--- src/rtl/frame_config_sequencer.sv ---
// Frame configuration sequencer: accepts header/data words, then drives FrameData and a one-hot
// FrameStrobe with setup/strobe/hold timing for level-sensitive tile config latches.
`timescale 1ns/1ps

module frame_config_sequencer #(
  parameter int FrameBitsPerRow = 32,
  parameter int MaxFramesPerCol = 20,
  parameter int NumColumns      = 4,
  parameter int StrobeCycles    = 2
) (
  input  logic                                  CLK,
  input  logic                                  resetn,
  input  logic [31:0]                           s_data,
  input  logic                                  s_valid,
  output logic                                  s_ready,
  output logic [FrameBitsPerRow-1:0]            FrameData,
  output logic [NumColumns*MaxFramesPerCol-1:0] FrameStrobe,
  output logic                                  busy,
  output logic                                  err,
  output logic [15:0]                           frames_done
);

  localparam int NUM_STROBES = NumColumns * MaxFramesPerCol;
  localparam int COL_W       = (NumColumns > 1) ? $clog2(NumColumns) : 1;
  localparam int FRAME_W     = (MaxFramesPerCol > 1) ? $clog2(MaxFramesPerCol) : 1;
  localparam int IDX_W       = (NUM_STROBES > 1) ? $clog2(NUM_STROBES) : 1;
  localparam int CNT_W       = (StrobeCycles > 1) ? $clog2(StrobeCycles) : 1;

  localparam logic [FRAME_W-1:0] LAST_FRAME  = FRAME_W'(MaxFramesPerCol - 1);
  localparam logic [CNT_W-1:0]   LAST_STROBE = CNT_W'(StrobeCycles - 1);

  typedef enum logic [2:0] {
    ST_IDLE,
    ST_WAIT_DATA,
    ST_SETUP,
    ST_STROBE,
    ST_HOLD
  } state_t;

  state_t r_state;
  state_t w_next_state;

  logic [COL_W-1:0]           r_col;
  logic [FRAME_W-1:0]         r_frame;
  logic                       r_burst;
  logic [CNT_W-1:0]           r_cnt;
  logic [FrameBitsPerRow-1:0] r_frame_data;
  logic [NUM_STROBES-1:0]     r_strobe;
  logic                       r_ready;
  logic                       r_err;
  logic [15:0]                r_frames_done;

  logic [7:0]             w_hdr_col;
  logic [7:0]             w_hdr_frame;
  logic                   w_hdr_ok;
  logic                   w_accept;
  logic                   w_load_hdr;
  logic                   w_load_data;
  logic                   w_hdr_err;
  logic                   w_strobe_done;
  logic                   w_advance;
  logic [IDX_W-1:0]       w_strobe_idx;
  logic [NUM_STROBES-1:0] w_strobe_next;
  logic                   w_unused;

  // Header fields that carry no meaning are folded here so they are visibly ignored.
  assign w_unused    = &{1'b0, s_data[29:24], s_data[15:8]};
  assign w_hdr_col   = s_data[23:16];
  assign w_hdr_frame = s_data[7:0];
  assign w_hdr_ok    = s_data[31]
                       && (w_hdr_col < 8'(NumColumns))
                       && (w_hdr_frame < 8'(MaxFramesPerCol));
  assign w_accept    = s_valid && r_ready;

  // NOTE: sequential state uses <= so every register samples its pre-edge inputs.
  always_ff @(posedge CLK or negedge resetn) begin
    if (!resetn) begin
      r_state <= ST_IDLE;
    end else begin
      r_state <= w_next_state;
    end
  end

  // NOTE: every comb output gets a default first so no path can infer a latch.
  always_comb begin
    w_next_state  = r_state;
    w_load_hdr    = 1'b0;
    w_load_data   = 1'b0;
    w_hdr_err     = 1'b0;
    w_strobe_done = 1'b0;
    w_advance     = 1'b0;
    case (r_state)
      ST_IDLE: begin
        if (w_accept) begin
          if (w_hdr_ok) begin
            w_load_hdr   = 1'b1;
            w_next_state = ST_WAIT_DATA;
          end else begin
            w_hdr_err = 1'b1;
          end
        end
      end
      ST_WAIT_DATA: begin
        if (w_accept) begin
          w_load_data  = 1'b1;
          w_next_state = ST_SETUP;
        end
      end
      ST_SETUP: begin
        w_next_state = ST_STROBE;
      end
      ST_STROBE: begin
        if (r_cnt == LAST_STROBE) begin
          w_strobe_done = 1'b1;
          w_next_state  = ST_HOLD;
        end
      end
      ST_HOLD: begin
        if (r_burst && (r_frame != LAST_FRAME)) begin
          w_advance    = 1'b1;
          w_next_state = ST_WAIT_DATA;
        end else begin
          w_next_state = ST_IDLE;
        end
      end
      default: begin
        w_next_state = ST_IDLE;
      end
    endcase
  end

  // Strobe is decoded from the next state and registered, so the latch enables never glitch.
  always_comb begin
    w_strobe_idx  = IDX_W'(r_col) * IDX_W'(MaxFramesPerCol) + IDX_W'(r_frame);
    w_strobe_next = '0;
    if (w_next_state == ST_STROBE) begin
      w_strobe_next[w_strobe_idx] = 1'b1;
    end
  end

  always_ff @(posedge CLK or negedge resetn) begin
    if (!resetn) begin
      r_col         <= '0;
      r_frame       <= '0;
      r_burst       <= 1'b0;
      r_cnt         <= '0;
      r_frame_data  <= '0;
      r_strobe      <= '0;
      r_ready       <= 1'b0;
      r_err         <= 1'b0;
      r_frames_done <= '0;
    end else begin
      r_strobe <= w_strobe_next;
      r_ready  <= (w_next_state == ST_IDLE) || (w_next_state == ST_WAIT_DATA);

      if (w_load_hdr) begin
        r_col   <= w_hdr_col[COL_W-1:0];
        r_frame <= w_hdr_frame[FRAME_W-1:0];
        r_burst <= s_data[30];
      end else if (w_advance) begin
        r_frame <= r_frame + FRAME_W'(1);
      end

      if (w_load_data) begin
        r_frame_data <= s_data[FrameBitsPerRow-1:0];
      end

      if (r_state == ST_STROBE) begin
        r_cnt <= r_cnt + CNT_W'(1);
      end else begin
        r_cnt <= '0;
      end

      if (w_hdr_err) begin
        r_err <= 1'b1;
      end

      if (w_strobe_done) begin
        r_frames_done <= r_frames_done + 16'd1;
      end
    end
  end

  assign s_ready     = r_ready;
  assign FrameData   = r_frame_data;
  assign FrameStrobe = r_strobe;
  assign busy        = (r_state != ST_IDLE);
  assign err         = r_err;
  assign frames_done = r_frames_done;

endmodule

--- config.mk ---
export PLATFORM = sky130hd
export DESIGN_NAME = frame_config_sequencer
export DESIGN_NICKNAME = d
export VERILOG_FILES = /design/src/rtl/frame_config_sequencer.sv
export SDC_FILE = /design/constraint.sdc
export NUM_CORES = 1
export LEC_CHECK = 0
export CORE_ASPECT_RATIO = 1.4
export CORE_UTILIZATION = 52
export CTS_BUF_LIST = sky130_fd_sc_hd__clkbuf_4
export DETAILED_ROUTE_END_ITERATION = 10
export GPL_TIMING_DRIVEN = 0
export PLACE_DENSITY_LB_ADDON = 0.2
export SETUP_SLACK_MARGIN = 0.1
export SLEW_MARGIN = 20
export SYNTH_ARGS = -nofsm -noshare
export SYNTH_HDL_FRONTEND = slang
export SYNTH_SLANG_ARGS = --single-unit
--- constraint.sdc ---
create_clock -name CLK -period 4.42 [get_ports CLK]
set_input_delay 0.884 -clock CLK [delete_from_list [all_inputs] [get_ports CLK]]
set_output_delay 0.884 -clock CLK [all_outputs]
set_load 0.03 [all_outputs]
## Word level (Yosys, flattened, before mapping)

Cells that the tools add are included.
Widths: inputs -> output; s select.

| cells by class | value |
|---|---|
| mux-type cells | 24 |
| reductions and logical operators | 10 |
| multiply operators | 1 |
| order comparisons | 4 |
| equality and inequality tests | 7 |
| add/subtract/negate cells | 4 |

Operators by type and width:

| cell | count |
|---|---|
| $mux 80 | 1 |
| $add 16x1->16 const B | 1 |
| $mux 1 | 15 |
| $pmux 3 s5 | 1 |
| $mux 3 | 4 |
| $mux 5 | 2 |
| $eq 3x2->1 const B | 3 |
| $lt 7x8->1 const B | 1 |
| $lt 8x3->1 const B | 1 |
| $lt 8x5->1 const B | 1 |
| $add 7x5->7 | 1 |
| $demux 1 s7 | 1 |
| $ge 7x1->1 const B | 1 |
| $eq 3x1->1 const B | 2 |
| $logic_not 3->1 | 2 |
| $add 5x1->5 const B | 1 |
| $logic_and 1x1->1 | 5 |
| $mul 2x3->5 const B | 1 |
| $ne 5x5->1 const B | 1 |
| $eq 3x3->1 const B | 1 |
| $reduce_bool 3->1 | 1 |
| $reduce_bool 2->1 | 1 |
| $add 1x1->1 const B | 1 |
| $logic_or 1x1->1 | 1 |

| word-level totals | value |
|---|---|
| logic and storage cells | 60 |
| input port bits | 35 |
| output and inout bits | 131 |
| register bits after elaboration | 142 |

## Depth between registers and ports, before layout

Gate-level depths: netlist (run 1).

| logic depth | value |
|---|---|
| depth after elaboration | 8 |
| depth in mapped cells | 7 |

## Least setup slack after synthesis (run 1)

No wires, ideal clock.

| timing | value |
|---|---|
| path type | input to register |
| from | in s_valid |
| to | reg r_frame_data[10], in the netlist FrameData[10] |
| stages on the path | 5 |
| data arrival time | 2.065 ns |
| path slack | 2.230 ns |
| cells stage by stage | nand2_2 -> or4b_1 -> buf_6 -> buf_12 -> mux2_4 |

| between the ends | value |
|---|---|
| longest elaborated chain between the ends | 3 |

Ends and longest elaborated chain:

| item | RTL line | source |
|---|---|---|
| from (decl) | 14 | `input logic s_valid,` |
| $logic_and 1x1->1 | 73 | `assign w_accept = s_valid && r_ready;` |
| $mux 1 | 104 | `if (w_accept) begin` |
| $mux 1 | 92 | `case (r_state)` |
| to (signal assigned) | 165 | `r_frame_data <= s_data[FrameBitsPerRow-1:0];` |
| to (decl) | 47 | `logic [FrameBitsPerRow-1:0] r_frame_data;` |

No other way between the ends.
A chain may end at the register's enable or synchronous reset.

## Worst setup path in the final report (run 1)

| timing | value |
|---|---|
| from | reg r_state[2] |
| to | out busy |

| between the ends | value |
|---|---|
| longest elaborated chain between the ends | 1 |

Ends and longest elaborated chain:

| item | RTL line | source |
|---|---|---|
| from (decl) | 40 | `state_t r_state;` |
| from (signal assigned) | 80 | `r_state <= w_next_state;` |
| $reduce_bool 3->1 | 187 | `assign busy = (r_state != ST_IDLE);` |
| to (decl) | 18 | `output logic busy,` |

No other way between the ends.

==> results.json, run 1 <==
{
  "synthToLayoutAreaGrowth_pct": 39.61,
  "clk_latency_ps": 520,
  "rows": 43,
  "final_core_util_pct": 75.65,
  "totalPowerFinal_mw": 3.769,
  "number_of_enable_flip_flop_cells_after_synthesis": 0,
  "synth_nets": 451,
  "clock_power_share_pct": 23.6,
  "cap_violations": 0,
  "crit-reg2reg-launch": "r_frame[2]",
  "critical_path.cell_chain": "or3_1, clkdlybuf4s50_1",
  "arrival_ps": 2060,
  "capture_point_of_the_critical_path": "busy",
  "max-vdd-ir-drop_uv": 486.2,
  "area_of_the_die_sq_mm": 0.01090,
  "critical_path_s_largest_stage_delay_ps": 630,
  "track_usage_pct": 23.37,
  "antenna_found_initial": 0,
  "drc_errors": 0,
  "gp_congestion": 0.8572,
  "chipWidth_microns": 88.54,
  "synth_cell_types": 50,
  "min-delay-path-class": "input pin to async pin",
  "startpoint_type_of_the_worst_setup_path": "register",
  "switching_power_mw": 1.254,
  "measured_slew_at_the_worst_slew_check_pin_ps": 731.5,
  "timing.critical_path.from": "r_state[2]",
  "maximum_number_of_pins_on_one_net_before_global_route_repair": 103,
  "setup-tns-final_ps": 0,
  "antenna_violating_nets_post_route": 0,
  "post_synth.cell_area_avg_sq_um": 13.30,
  "cts_tree": "yes",
  "most-common-layout-cells": "sky130_fd_sc_hd__clkdlybuf4s50_1, sky130_fd_sc_hd__dfrtp_1, sky130_fd_sc_hd__nor2_1",
  "layout_commonest_cell": "sky130_fd_sc_hd__clkdlybuf4s50_1",
  "p_int_mw": 2.515,
  "status": "finished, final reports clean",
  "rr_worst_depth": 6,
  "height_of_the_chip_microns": 123.2,
  "worstSetupPathType": "register to primary output",
  "ctsResizeCount": 0,
  "yosys_register_bits": 142,
  "post-dp-hpwl_microns": 8210,
  "crit_required_ps": 3540,
  "synth_async_reset_ratio_pct": 100.0,
  "final_cell_count_no_fill": 742,
  "worstPathBufferInverterCount": 1,
  "crit_path_top_delay_cell": "sky130_fd_sc_hd__clkdlybuf4s50_1",
  "grt_pass1_vias": 3771,
  "setup.worst_path.end_class": "primary output",
  "port_buffers": 165,
  "power.sequential.fraction_pct": 42.8,
  "place.detailed.instances": 711,
  "worst_clock_skew_ps": 16.74,
  "initial_core_util_pct": 54.18,
  "route.vias.total": 3840,
  "clk_transition_reported_paths_ps": 130,
  "crit-reg2reg-capture": "FrameStrobe[36]",
  "achievable-frequency_mhz": 339.3,
  "r2r_setup_slack_ps": 1920,
  "cpLargestDelayFamily": "buffers and inverters",
  "final.period_utilization_pct": 66.67,
  "slew_headroom_pct": 50.91,
  "numClockSinks": 142,
  "pwr-share-comb_pct": 33.6,
  "post_drt_via_cell_ratio": 5.175,
  "synth-warning-count": 0,
  "first_pass_iters": 4,
  "antenna-diode-count": 0,
  "fraction_of_final_layout_cells_sized_beyond_drive_strength_1_pct": 14.83,
  "clockRootBuffer": "sky130_fd_sc_hd__clkbuf_4",
  "report.final.setup_viol": 0,
  "num_io_pins": 166,
  "cts_hold_buf": 0,
  "power-per-cell-area_mw_per_mm2": 495.2,
  "wire_per_inst_microns": 15.77,
  "detailed_route_wire_length_microns": 11700,
  "core_box_area_sq_mm": 0.01006,
  "grt.overflow.total": 0,
  "hold_viol_final": 0,
  "cts_inserted_buffers": 17,
  "largest_driver_fanout_on_the_critical_path": 7,
  "htree_levels": 4,
  "post-cts-setup-buffers": 0,
  "syn_area_sq_mm": 0.005451,
  "rsz_0062_raised_after_global_routing": "false",
  "finalCriticalPeriod_ps": 2947,
  "ys_dominant_reg_cell": "sky130_fd_sc_hd__dfrtp_1",
  "finalMaxSlewViolations": 0,
  "drt-initial-drc-count": 231,
  "worst-path-stages": 2,
  "wire_length_of_the_first_global_routing_pass_microns": 18800,
  "p_sw_share_pct": 33.27,
  "static-leakage-power_nw": 3.456,
  "final_layout_net_count": 636,
  "cts_max_path_buffers": 2,
  "synth_sequential_area_ratio_pct": 65.18,
  "syn_inst": 410
}
==> power by group through the flow <==
stage / Sequential (mW) / Clock (mW) / Combinational, mW
4_1_cts: 1.61 / 0.907 / 1.28
2_1_floorplan: 1.96 / 0 / 0.436
3_5_place_dp: 1.63 / 0 / 1.27
5_1_grt: 1.64 / 0.960 / 1.33
3_3_place_gp: 1.63 / 0 / 1.25
6_report: 1.61 / 0.888 / 1.27
==> per-stage QoR <==
| stage | hold slack [ps] | area (sq um) | setup WS [ps] |
|---|---|---|---|
| floorplan | 425.0 | 5451 | 2230 |
| global placement | 439.1 | 7272 | -2733 |
| detailed placement | 456.1 | 7305 | 1421 |
| CTS | 182.1 | 7611 | 1412 |
| global route | 190.2 | 7611 | 1351 |
| finish | 217.3 | 7611 | 1473 |
==> worst min path at each step <==
stage	startpoint	endpoint	slack [ps]
3_5_place_dp	err	err	460
2_1_floorplan	r_cnt	r_cnt	430
4_1_cts	resetn	FrameStrobe[76]	180
5_1_grt	resetn	FrameStrobe[76]	190
6_report	resetn	FrameStrobe[76]	220
3_3_place_gp	err	err	440
==> layout make-up <==
type | instances | area, sq um
Tap cell | 135 | 168.9
Multi-Input combinational cell | 249 | 1764
Inverter | 4 | 15.01
Clock inverter | 14 | 178.9
Sequential cell | 142 | 3553
Fill cell | 686 | 2450
Clock buffer | 17 | 127.6
Buffer | 15 | 118.9
Timing Repair Buffer | 166 | 1684
==> sequential cells by signal (all words and copies together), names as in the netlist, 2 cells and up <==
signal       count
r_frame          5
frames_done     16
r_state          3
FrameStrobe     80
r_col            2
FrameData       32
==> synth_stat cells, types with 3 or more instances <==
cell type | number | area (sq um)
sky130_fd_sc_hd__xnor2_1 | 14 | 122.6
sky130_fd_sc_hd__nor2_1 | 62 | 232.7
sky130_fd_sc_hd__xor2_1 | 7 | 61.31
sky130_fd_sc_hd__inv_1 | 3 | 11.26
sky130_fd_sc_hd__nand2b_1 | 5 | 31.28
sky130_fd_sc_hd__and3_1 | 7 | 43.79
sky130_fd_sc_hd__nor2b_1 | 3 | 18.77
sky130_fd_sc_hd__nand4_1 | 6 | 37.54
sky130_fd_sc_hd__nor3_1 | 32 | 160.2
sky130_fd_sc_hd__mux2_2 | 11 | 123.9
sky130_fd_sc_hd__clkbuf_1 | 6 | 22.52
sky130_fd_sc_hd__dfrtp_1 | 142 | 3553
sky130_fd_sc_hd__mux2_4 | 28 | 420.4
sky130_fd_sc_hd__nand2_1 | 19 | 71.32
sky130_fd_sc_hd__nand3_1 | 7 | 35.03
sky130_fd_sc_hd__ha_1 | 5 | 62.56
sky130_fd_sc_hd__o21ai_1 | 3 | 15.01
sky130_fd_sc_hd__buf_2 | 3 | 15.01
sky130_fd_sc_hd__and4_1 | 3 | 26.28
sky130_fd_sc_hd__a21oi_1 | 4 | 20.02
sky130_fd_sc_hd__o21ai_0 | 3 | 15.01
==> cells by family after synthesis <==
family,share of synthesized area (%)
adders and majority gates,1.515
and+or+nand+nor,15.35
xor gates and xnor gates,3.374
muxes,9.984
buffers and inverters,2.455
DFF,65.18
AOI/OAI and AO/OA,2.134
==> metal layers <==
metal	wire, microns	vias up	global-route usage (%)
met5	0	-	0
met2	6174	143	39.13
met4	191	0	9.476
li1	-	1770	-
met3	650	18	5.941
met1	4687	1909	28.77
==> worst reg2reg max path: cells and delay by family (launching register included) <==
kind,cells,cell delay [ps]
AND/OR/NAND/NOR,2,830
adder cells (fa/ha/maj),2,710
flip-flops,1,450
AO/OA/AOI/OAI,2,430
Power figures use the tool's default switching activity.
==> run 2, diff against run 1 <==
Settings changed: CORE_UTILIZATION 52 to 44.
Clock period 4.42 ns to 2.6 ns, I/O delays scaled along.
==> results.json, run 2 (synthesis gave the netlist of run 1 again) <==
{
  "setup.worst_path.end_class": "register",
  "arrival_ps": 2850,
  "fraction_of_final_layout_cells_sized_beyond_drive_strength_1_pct": 15.44,
  "grt.met1_usage_pct": 24.69,
  "critical_path.cell_chain": "ha_1, fa_2, or4b_2, o21ai_0, o21ai_1, nor2_1",
  "min-delay-path-class": "input pin to async pin",
  "pwr-share-comb_pct": 34.2,
  "final.period_utilization_pct": 91.44,
  "post-cts-setup-buffers": 0,
  "post_drt_via_cell_ratio": 4.982,
  "grt.met3_usage_pct": 5.080,
  "drc_errors": 0,
  "cap_violations": 0,
  "htree_levels": 4,
  "post-dp-hpwl_microns": 8523,
  "drt-initial-drc-count": 107,
  "p_sw_share_pct": 34.77,
  "synthToLayoutAreaGrowth_pct": 39.73,
  "route.vias.total": 3771,
  "worstPathBufferInverterCount": 0,
  "crit_path_top_delay_cell": "sky130_fd_sc_hd__or4b_2",
  "measured_slew_at_the_worst_slew_check_pin_ps": 698.0,
  "worst_clock_skew_ps": 21.78,
  "cts_max_path_buffers": 2,
  "track_usage_pct": 20.61,
  "totalPowerFinal_mw": 6.300,
  "gp_congestion": 0.8056,
  "layout_commonest_cell": "sky130_fd_sc_hd__clkdlybuf4s50_1",
  "maximum_number_of_pins_on_one_net_before_global_route_repair": 89,
  "initial_core_util_pct": 45.67,
  "cts_inserted_buffers": 17,
  "first_pass_iters": 4,
  "most-common-layout-cells": "sky130_fd_sc_hd__clkdlybuf4s50_1, sky130_fd_sc_hd__dfrtp_1, sky130_fd_sc_hd__nor2_1",
  "clk_transition_reported_paths_ps": 140,
  "area_of_the_die_sq_mm": 0.01285,
  "max-vdd-ir-drop_uv": 718.1,
  "cts_tree": "yes",
  "report.final.setup_viol": 0,
  "finalCriticalPeriod_ps": 2377,
  "cpLargestDelayFamily": "simple AND/OR/NAND/NOR gates",
  "dpl_worst_slack_ps": -204.8,
  "clock_power_share_pct": 22.2,
  "hold_viol_final": 0,
  "wire_per_inst_microns": 16.19,
  "grt_pass1_vias": 3917,
  "antenna_found_initial": 1,
  "postLayoutSetupSlackWorst_ps": 222.5,
  "worstSetupPathType": "register to register",
  "wire_length_of_the_first_global_routing_pass_microns": 19910,
  "height_of_the_chip_microns": 133.7,
  "core_box_area_sq_mm": 0.01194,
  "chipWidth_microns": 96.08,
  "port_buffers": 165,
  "power-per-cell-area_mw_per_mm2": 827.1,
  "numClockSinks": 142,
  "rsz_0062_raised_after_global_routing": "false",
  "achievable-frequency_mhz": 420.6,
  "largest_driver_fanout_on_the_critical_path": 8,
  "power.sequential.fraction_pct": 43.6,
  "switching_power_mw": 2.190,
  "static-leakage-power_nw": 3.449,
  "final_layout_net_count": 637,
  "clk_latency_ps": 530,
  "clockRootBuffer": "sky130_fd_sc_hd__clkbuf_4",
  "rows": 47,
  "gr-usage-met2_pct": 35.42,
  "crit_required_ps": 3070,
  "slew_headroom_pct": 53.47,
  "finalMaxSlewViolations": 0,
  "num_io_pins": 166,
  "rr_worst_depth": 6,
  "detailed_route_wire_length_microns": 12260,
  "largest_register_ff_count": 80,
  "startpoint_type_of_the_worst_setup_path": "register",
  "worst-path-stages": 6,
  "grt.busiest_layer": "met2",
  "status": "finished, final reports clean",
  "grt.overflow.total": 0,
  "p_int_mw": 4.110,
  "antenna_violating_nets_post_route": 0,
  "critical_path_s_largest_stage_delay_ps": 650
}
## run 2: changes by cell type in the layout (fill, tap and decap cells not counted), sizes merged
cell / before / now
bufinv: 3 / 1
clkbuf: 23 / 24
clkdlybuf4s50: 164 / 163
clkinv: 2 / 3
clkinvlp: 2 / 3
diode: 0 / 1
dlygate4sd2: 0 / 1
dlygate4sd3: 0 / 1
## run 2: power groups by stage
stage	sequential (mW)	clock (mW)	combinational (mW)
final	2.75	1.40	2.15
after global routing	2.79	1.54	2.26
after CTS	2.75	1.45	2.18
after detailed placement	2.78	0	2.17
after global placement	2.77	0	2.14
after floorplan	3.34	0	0.741
## run 2: worst paths after layout
check                                start               to  slack [ps]
worst max-delay path            r_frame[2]  FrameStrobe[42]         220
worst min-delay path                resetn  FrameStrobe[68]         480
worst max register to register  r_frame[2]  FrameStrobe[42]         220
worst min register to register         err              err         490
max in group asynchronous           resetn  frames_done[13]        1350
min in group CLK                       err              err         490
## run 2: timing repair
action                                 CTS  global route
setup endpoints to repair                1            22
endpoints found under the hold margin   54             0
hold buffers                             1             0
pin swaps                                0             0
gates resized for setup                  1             3
## run 2: through the flow
step	cells	util (%)	hold WS [ps]	instance area (sq um)	TNS, ps
floorplan	410	-	224.4	5451	0
global placement	722	61.04	440.8	7287	-614300
detailed placement	723	61.31	450.6	7320	-1209
CTS	756	63.76	445.7	7611	0
global route	757	63.81	483.2	7617	0
finish	757	63.81	475.5	7617	0
## run 2: cell type report
type	count	area, sq um
Clock inverter	14	147.6
Timing Repair Buffer	167	1693
Clock buffer	18	135.1
Inverter	4	15.01
Antenna cell	1	2.502
Buffer	15	120.1
Sequential cell	142	3553
Tap cell	147	183.9
Fill cell	979	4320
Multi-Input combinational cell	249	1767
## run 2: layer usage
layer	wire [microns]	up-vias
met5	0	-
met4	153	0
met3	730	14
met2	6403	129
met1	4968	1855
li1	-	1773
==> run 3, diff against run 2 <==
Settings changed: CTS_CLUSTER_DIAMETER set to 80.
==> results of run 3 <==
Same layout as run 2: the final DEF is identical, and so are final timing and power.
